### src/rtl/decade_counter_sequencer.sv
// Decade count sequencer: start/stop/pause/load control over a MIN..MAX count.
// Optional tick prescaler is enabled with `define DECADE_SEQ_PRESCALE_EN.
module decade_counter_sequencer #(
  parameter int MIN_VAL  = 1,
  parameter int MAX_VAL  = 10,
  parameter int CNT_W    = 4,
  parameter int WRAP_W   = 8,
  parameter int PRESCALE = 4
) (
  input  logic              clk,
  input  logic              reset,
  input  logic              start,
  input  logic              stop,
  input  logic              pause,
  input  logic              load,
  input  logic [CNT_W-1:0]  load_val,
  input  logic              auto_reload,
  output logic [CNT_W-1:0]  count,
  output logic              busy,
  output logic              done,
  output logic [WRAP_W-1:0] wrap_cnt,
  output logic              err
);

  typedef enum logic [1:0] {
    IDLE  = 2'd0,
    RUN   = 2'd1,
    PAUSE = 2'd2,
    DONE  = 2'd3
  } state_t;

  localparam logic [CNT_W-1:0] MINV = CNT_W'(MIN_VAL);
  localparam logic [CNT_W-1:0] MAXV = CNT_W'(MAX_VAL);

  state_t state, state_n;
  logic   in_rng;
  logic   go;
  logic   tick;
  logic   busy_n;
  logic   done_n;

  if (PRESCALE < 1) begin : g_prescale_range
    $error("PRESCALE must be at least 1");
  end

  assign in_rng = (load_val >= MINV) && (load_val <= MAXV);
  assign go     = (state == IDLE) && start && !stop;

`ifdef DECADE_SEQ_PRESCALE_EN
  localparam int PS_W = (PRESCALE > 1) ? $clog2(PRESCALE) : 1;
  logic [PS_W-1:0] psc;

  assign tick = (psc == PS_W'(PRESCALE - 1));

  // Restart the divider on every entry to RUN, freeze it elsewhere.
  always_ff @(posedge clk or posedge reset) begin
    if (reset) begin
      psc <= '0;
    end else if (state_n == RUN && state != RUN) begin
      psc <= '0;
    end else if (state == RUN) begin
      psc <= tick ? '0 : psc + 1'b1;
    end
  end
`else
  assign tick = 1'b1;
`endif

  always_ff @(posedge clk or posedge reset) begin
    if (reset) state <= IDLE;
    else       state <= state_n;
  end

  always_comb begin
    state_n = state;
    unique case (state)
      IDLE: begin
        if (go) state_n = RUN;
      end
      RUN: begin
        if (stop)       state_n = IDLE;
        else if (pause) state_n = PAUSE;
        else if (tick && count >= MAXV && !auto_reload)
          state_n = DONE;
      end
      PAUSE: begin
        if (stop)        state_n = IDLE;
        else if (!pause) state_n = RUN;
      end
      DONE: state_n = IDLE;
      default: state_n = IDLE;
    endcase
  end

  always_comb begin
    busy_n = (state_n == RUN) || (state_n == PAUSE);
    done_n = (state_n == DONE);
  end

  always_ff @(posedge clk or posedge reset) begin
    if (reset) begin
      count    <= MINV;
      wrap_cnt <= '0;
      err      <= 1'b0;
      busy     <= 1'b0;
      done     <= 1'b0;
    end else begin
      busy <= busy_n;
      done <= done_n;
      unique case (state)
        IDLE: begin
          if (load) begin
            if (in_rng) count <= load_val;
            else        err   <= 1'b1;
          end
          // A bad load in the start cycle still leaves err set.
          if (go) begin
            wrap_cnt <= '0;
            err      <= load && !in_rng;
          end
        end
        RUN: begin
          if (stop) begin
            count <= MINV;
          end else if (!pause && tick) begin
            if (count < MAXV) begin
              count <= count + 1'b1;
            end else if (auto_reload) begin
              count <= MINV;
              if (wrap_cnt != '1) wrap_cnt <= wrap_cnt + 1'b1;
            end
          end
        end
        PAUSE: begin
          if (stop) begin
            count <= MINV;
          end else if (load) begin
            if (in_rng) count <= load_val;
            else        err   <= 1'b1;
          end
        end
        DONE: count <= MINV;
        default: count <= MINV;
      endcase
    end
  end

endmodule

### config.mk
export PLATFORM = sky130hd
export DESIGN_NAME = decade_counter_sequencer
export DESIGN_NICKNAME = d
export VERILOG_FILES = /design/src/rtl/decade_counter_sequencer.sv
export SDC_FILE = /design/constraint.sdc
export NUM_CORES = 1
export LEC_CHECK = 0
export CELL_PAD_IN_SITES_DETAIL_PLACEMENT = 1
export CELL_PAD_IN_SITES_GLOBAL_PLACEMENT = 1
export CORE_UTILIZATION = 36
export DETAILED_ROUTE_END_ITERATION = 12
export GPL_TIMING_DRIVEN = 0
export HOLD_SLACK_MARGIN = 0.08
export PLACE_DENSITY = 0.82
export SLEW_MARGIN = 20
export SYNTH_ARGS = -nofsm -noshare
export SYNTH_HDL_FRONTEND = slang
export SYNTH_SLANG_ARGS = --single-unit
### constraint.sdc
create_clock -name clk -period 3 [get_ports clk]
set_input_delay 0.6 -clock clk [delete_from_list [all_inputs] [get_ports clk]]
set_output_delay 0.6 -clock clk [all_outputs]
set_load 0.005 [all_outputs]
# --- Word-level counts from Yosys, hierarchy flattened ---
# Cells that the tools add are included.
word_totals:
  ff_bits: 17
  input_bits: 11
  out_inout_bits: 15
  wordCells: 70
classes:
  reduce_logical: 15
  n_eq_ne: 16
  n_addsub: 2
  magnitude_cmp: 4
  muxes: 27
ops:
  columns: ["operator", "count"]
  rows:
  - ["8-bit two-way mux", 6]
  - ["4-bit two-way mux", 7]
  - ["4-bit one-hot mux with 4 select lines", 1]
  - ["8-bit one-hot mux with 2 select lines", 1]
  - ["2-bit inequality test, second input constant", 7]
  - ["2-bit two-way mux", 6]
  - ["8-bit by 1-bit adder with 8-bit output, second input constant", 1]
  - ["2-bit equality test, second input constant", 4]
  - ["8-bit inequality test, second input constant", 1]
  - ["2-bit one-hot mux with 4 select lines", 1]
  - ["7-bit AND reduction", 1]
  - ["1-bit logical AND", 5]
  - ["4-bit by 1-bit adder with 4-bit output, second input constant", 1]
  - ["2-bit by 1-bit equality test with 1-bit output, second input constant", 2]
  - ["4-bit by 1-bit greater-or-equal comparator with 1-bit output, second input constant", 1]
  - ["4-bit greater-or-equal comparator, second input constant", 1]
  - ["4-bit <= comparator, second input constant", 1]
  - ["4-bit < comparator, second input constant", 1]
  - ["1-bit two-way mux", 4]
  - ["4-bit inequality test, second input constant", 1]
  - ["2-bit AND reduction", 2]
  - ["2-bit nonzero test", 2]
  - ["1-bit logical NOT", 3]
  - ["3-bit inequality test, second input constant", 1]
  - ["3 further kinds", 3]

# --- Logic depth before layout (Yosys ltp) ---
depth:
  word_depth: 8
  depth_mapped: 6
  depth_no_buf: 6

# --- Least setup slack after synthesis ---
# OpenSTA, ideal clock, no wires.
synth_timing:
  kind: "input port to flip-flop"
  start: "input pause"
  end: "register wrap_cnt[3]"
  arrival_time_ns: 2.043
  required_ns: 2.922
  n_path_buf: 2
  setup_ns: 0.078
  stages: 6
  slack_ns: 0.880
  path_cell_list: "buf_6 or3b_4 or2_0 buf_6 or4_1 a21oi_1"
synth_between:
  elab_chain_len: 2
synth_lines:
  columns: ["element", "line", "rtl"]
  rows:
  - ["start: declaration", "14", "input logic pause,"]
  - ["2-bit inequality test (no line)", null, null]
  - ["7-bit AND reduction (no line)", null, null]
  - ["end signal: assignment", "130", "if (wrap_cnt != '1) wrap_cnt <= wrap_cnt + 1'b1;"]
  - ["end: declaration", "21", "output logic [WRAP_W-1:0] wrap_cnt,"]
# No other way between the ends.
# A chain may end at the register's enable or synchronous reset.

# --- Final worst setup path ---
layout_timing:
  start: "input auto_reload"
  end: "register wrap_cnt[6]"
layout_between:
  elab_chain_len: 2
layout_lines:
  columns: ["element", "line", "rtl"]
  rows:
  - ["start: declaration", "17", "input logic auto_reload,"]
  - ["2-bit inequality test (no line)", null, null]
  - ["7-bit AND reduction (no line)", null, null]
# No other way between the ends.

==> run_results.csv <==
group,metric,value,unit
synthesis,synth_top_family_by_area,"simple AND/OR/NAND/NOR gates",
sta,setup_tns,0,ps
synthesis,yosys_warnings,0,
die,initial_core_util,37.6,%
finish,syn2layout_area_growth,28.2,%
synthesis,yosysUniqueCellTypes,41,
grt,grt_pass1_wl,5230,µm
synthesis,synthMostInstantiatedCell,"dfrtp_1",
synthesis,synth-simple-area-share,26.7,%
clocking,clock_latency,290,ps
clocking,cts_hold_buffers,0,
finish,fill_cells,375,
sta,fin_worst_skew,3.98,ps
sta,rsz0062_at_grt,"no",
sta,hold_viol_final,0,
sta,fin_crit,2370,ps
status,status,"finished clean",
clocking,post_cts_resized,0,
clocking,cts_tree,"done",
grt,antenna_found_initial,0,
drt,routed_via_density,5.57,
clocking,cts_sinks,17,
die,rows,20,
worst_setup_path,cp.required,3220,ps
synthesis,yosys.area_share.adder,4.40,%
synthesis,synth_nets,144,
clocking,cts-root-buf,"clkbuf_4",
finish,layout.area.seq,427,µm²
synthesis,synth_largest_area_cell,"dfrtp_1",
synthesis,ys.flop_type,"dfrtp_1",
worst_setup_path,crit_fanout,10,
min_path,min_path_type,"flip-flop to flip-flop",
die,pin_count,26,
sta,whs,497,ps
worst_setup_path,cp-start-kind,"primary input",
power,vdd_ir_drop_max,0.191,mV
clocking,clk_path_buf_depth,2,
drt,route.vias.total,1119,
grt,grt_max_degree,18,
sta,slew_headroom,53.0,%
synthesis,synth.area.top_cells,"dfrtp_1 35%, ha_1 4.4%, nand3_1 3.5%",
synthesis,avgSynthCellArea,8.83,µm²
synthesis,yosysSeqAreaShare,37.5,%
clocking,clk_pin_slew_worst_paths,100,ps
finish,final_layout_size_suffix_gt1_share,6.37,%
power,power.total,0.599,mW
worst_setup_path,critPathKind,"primary input to flip-flop",
die,die_w,58.2,µm
synthesis,synth-compound-area-share,23.5,%
drt,post-route-drc-count,0,
drt,drt-initial-drc-count,9,
finish,antenna_cells,0,
sta,max_freq,0.421,GHz
drt,antenna_left,0,
finish,multiInputGateArea,652,µm²
grt,grt.overflow.total,0,
synthesis,synthMuxAreaShare,2.64,%
die,die-area,3390,µm²
grt,grt_pass1_vias,1135,
placed_design,globalplace.congestion,0.800,
sta,slew_viol_final,0,
clocking,h-tree-depth,1,
power,p_leak,0.604,nW
run,maxCapViolCount,0,
die,die_h,58.2,µm
synthesis,synthCells,129,
drt,drt_wl_total,3080,µm
grt,grt_use_total,20.4,%
synthesis,netlist_top_cells_count,"16 x dfrtp_1, 9 x nand2_1, 8 x nand3_1, 8 x nor2_1, 7 x a21oi_1",
synthesis,async_flop_share,100,%
worst_setup_path,reg2reg_slack,850,ps
placed_design,dp_hpwl,2330,µm
drt,dr.pass1.iters,4,
worst_setup_path,arrival,2590,ps
synthesis,yosys_register_bits,17,
synthesis,synth_top_area_share,35.2,%
sta,tightest_slew,695,ps
finish,finalNetCount,173,
worst_setup_path,worstSetupEndpointType,"flip-flop",
sta,fin_crit_sh,79.1,%
clocking,numCtsBuffers,3,
sta,setup_violations,0,
power,power_density,411,nW/µm²
placed_design,io_buffers,24,
synthesis,synth_xor_area_share,0,%
clocking,cts_setup_buffers,0,
drt,detail_route.wl_per_cell,15.3,µm
synthesis,netlist_area,1140,µm²
die,core,3030,µm²
synthesis,synth-edff-count,0,
## worst max-delay path: stages
cell and delay, ps:
clkdlybuf4s50_1 540, or3b_4 420, or2_0 220, buf_6 140
or4_1 510, a21oi_1 170
## area by class of cell
type,instances,area share (%)
plain buffers,6,2.57
clock buffers,4,1.80
inverters,6,1.54
multi-input cells,100,44.6
flip-flops and latches,17,29.2
well taps,44,3.77
repair buffers,24,16.5
## per-stage QoR
| step | utilization, % | instance area [µm²] | std cells | setup WS, ps |
|---|---|---|---|---|
| 2_1_floorplan | - | 1140 | 129 | 880 |
| 3_3_place_gp | 47.4 | 1430 | 197 | 364 |
| 3_5_place_dp | 47.4 | 1430 | 197 | 324 |
| 4_1_cts | 48.2 | 1460 | 201 | 642 |
| 5_1_grt | 48.2 | 1460 | 201 | 550 |
| 6_report | 48.2 | 1460 | 201 | 626 |
## placed cells by master, fill, tap and decap left out, types with 3 or more instances in the layout
cell type        count
or4_1                3
o22ai_1              4
o21ai_0              5
o31ai_1              3
inv_1                6
dfrtp_1             16
clkdlybuf4s50_1     24
nand2b_1             4
mux2i_1              3
a21oi_1              7
o32ai_1              3
clkbuf_1             5
a22o_1               3
clkbuf_4             3
nand3_1              8
nor2_1               8
ha_1                 4
nand2_1              9
## path summary, 6_finish.rpt
kind | from | to | depth (start not counted)
worst max-delay path | auto_reload | wrap_cnt[6] | 6
worst min-delay path | err | err | 2
worst max register to register | wrap_cnt[0] | wrap_cnt[3] | 6
worst min register to register | err | err | 2
max in group asynchronous | reset | wrap_cnt[3] | 2
min in group asynchronous | reset | wrap_cnt[7] | 2
## layer usage
layer  GRT usage, %  vias to the layer above  wire [µm]
li1               -                      542          -
met1           25.5                      555       1410
met2           35.8                       18       1550
met3           2.23                        4         66
met4           8.50                        0         46
met5              0                        -          0
## cells by family (layout without fill, tap and decap cells)
family | after synthesis | in the layout
buffers and inverters | 12 | 40
and+or+nand+nor | 54 | 54
adders and majority gates | 4 | 4
AOI/OAI and AO/OA | 39 | 39
DFF | 17 | 17
muxes | 3 | 3
## where the power goes
group          switching [mW]  leakage, nW  internal (mW)  total, mW
clock                  0.0759       0.0150         0.0517      0.128
sequential             0.0336        0.226          0.254      0.288
combinational          0.0863        0.362         0.0977      0.184
total                   0.196        0.604          0.404      0.599
## registers in the layout, indices dropped and copies added, names as in the netlist
| name | cells |
|---|---|
| err | 1 |
| done | 1 |
| busy | 1 |
| state | 2 |
| count | 4 |
| wrap_cnt | 8 |
Note: power is estimated with default switching activity, not from simulation.
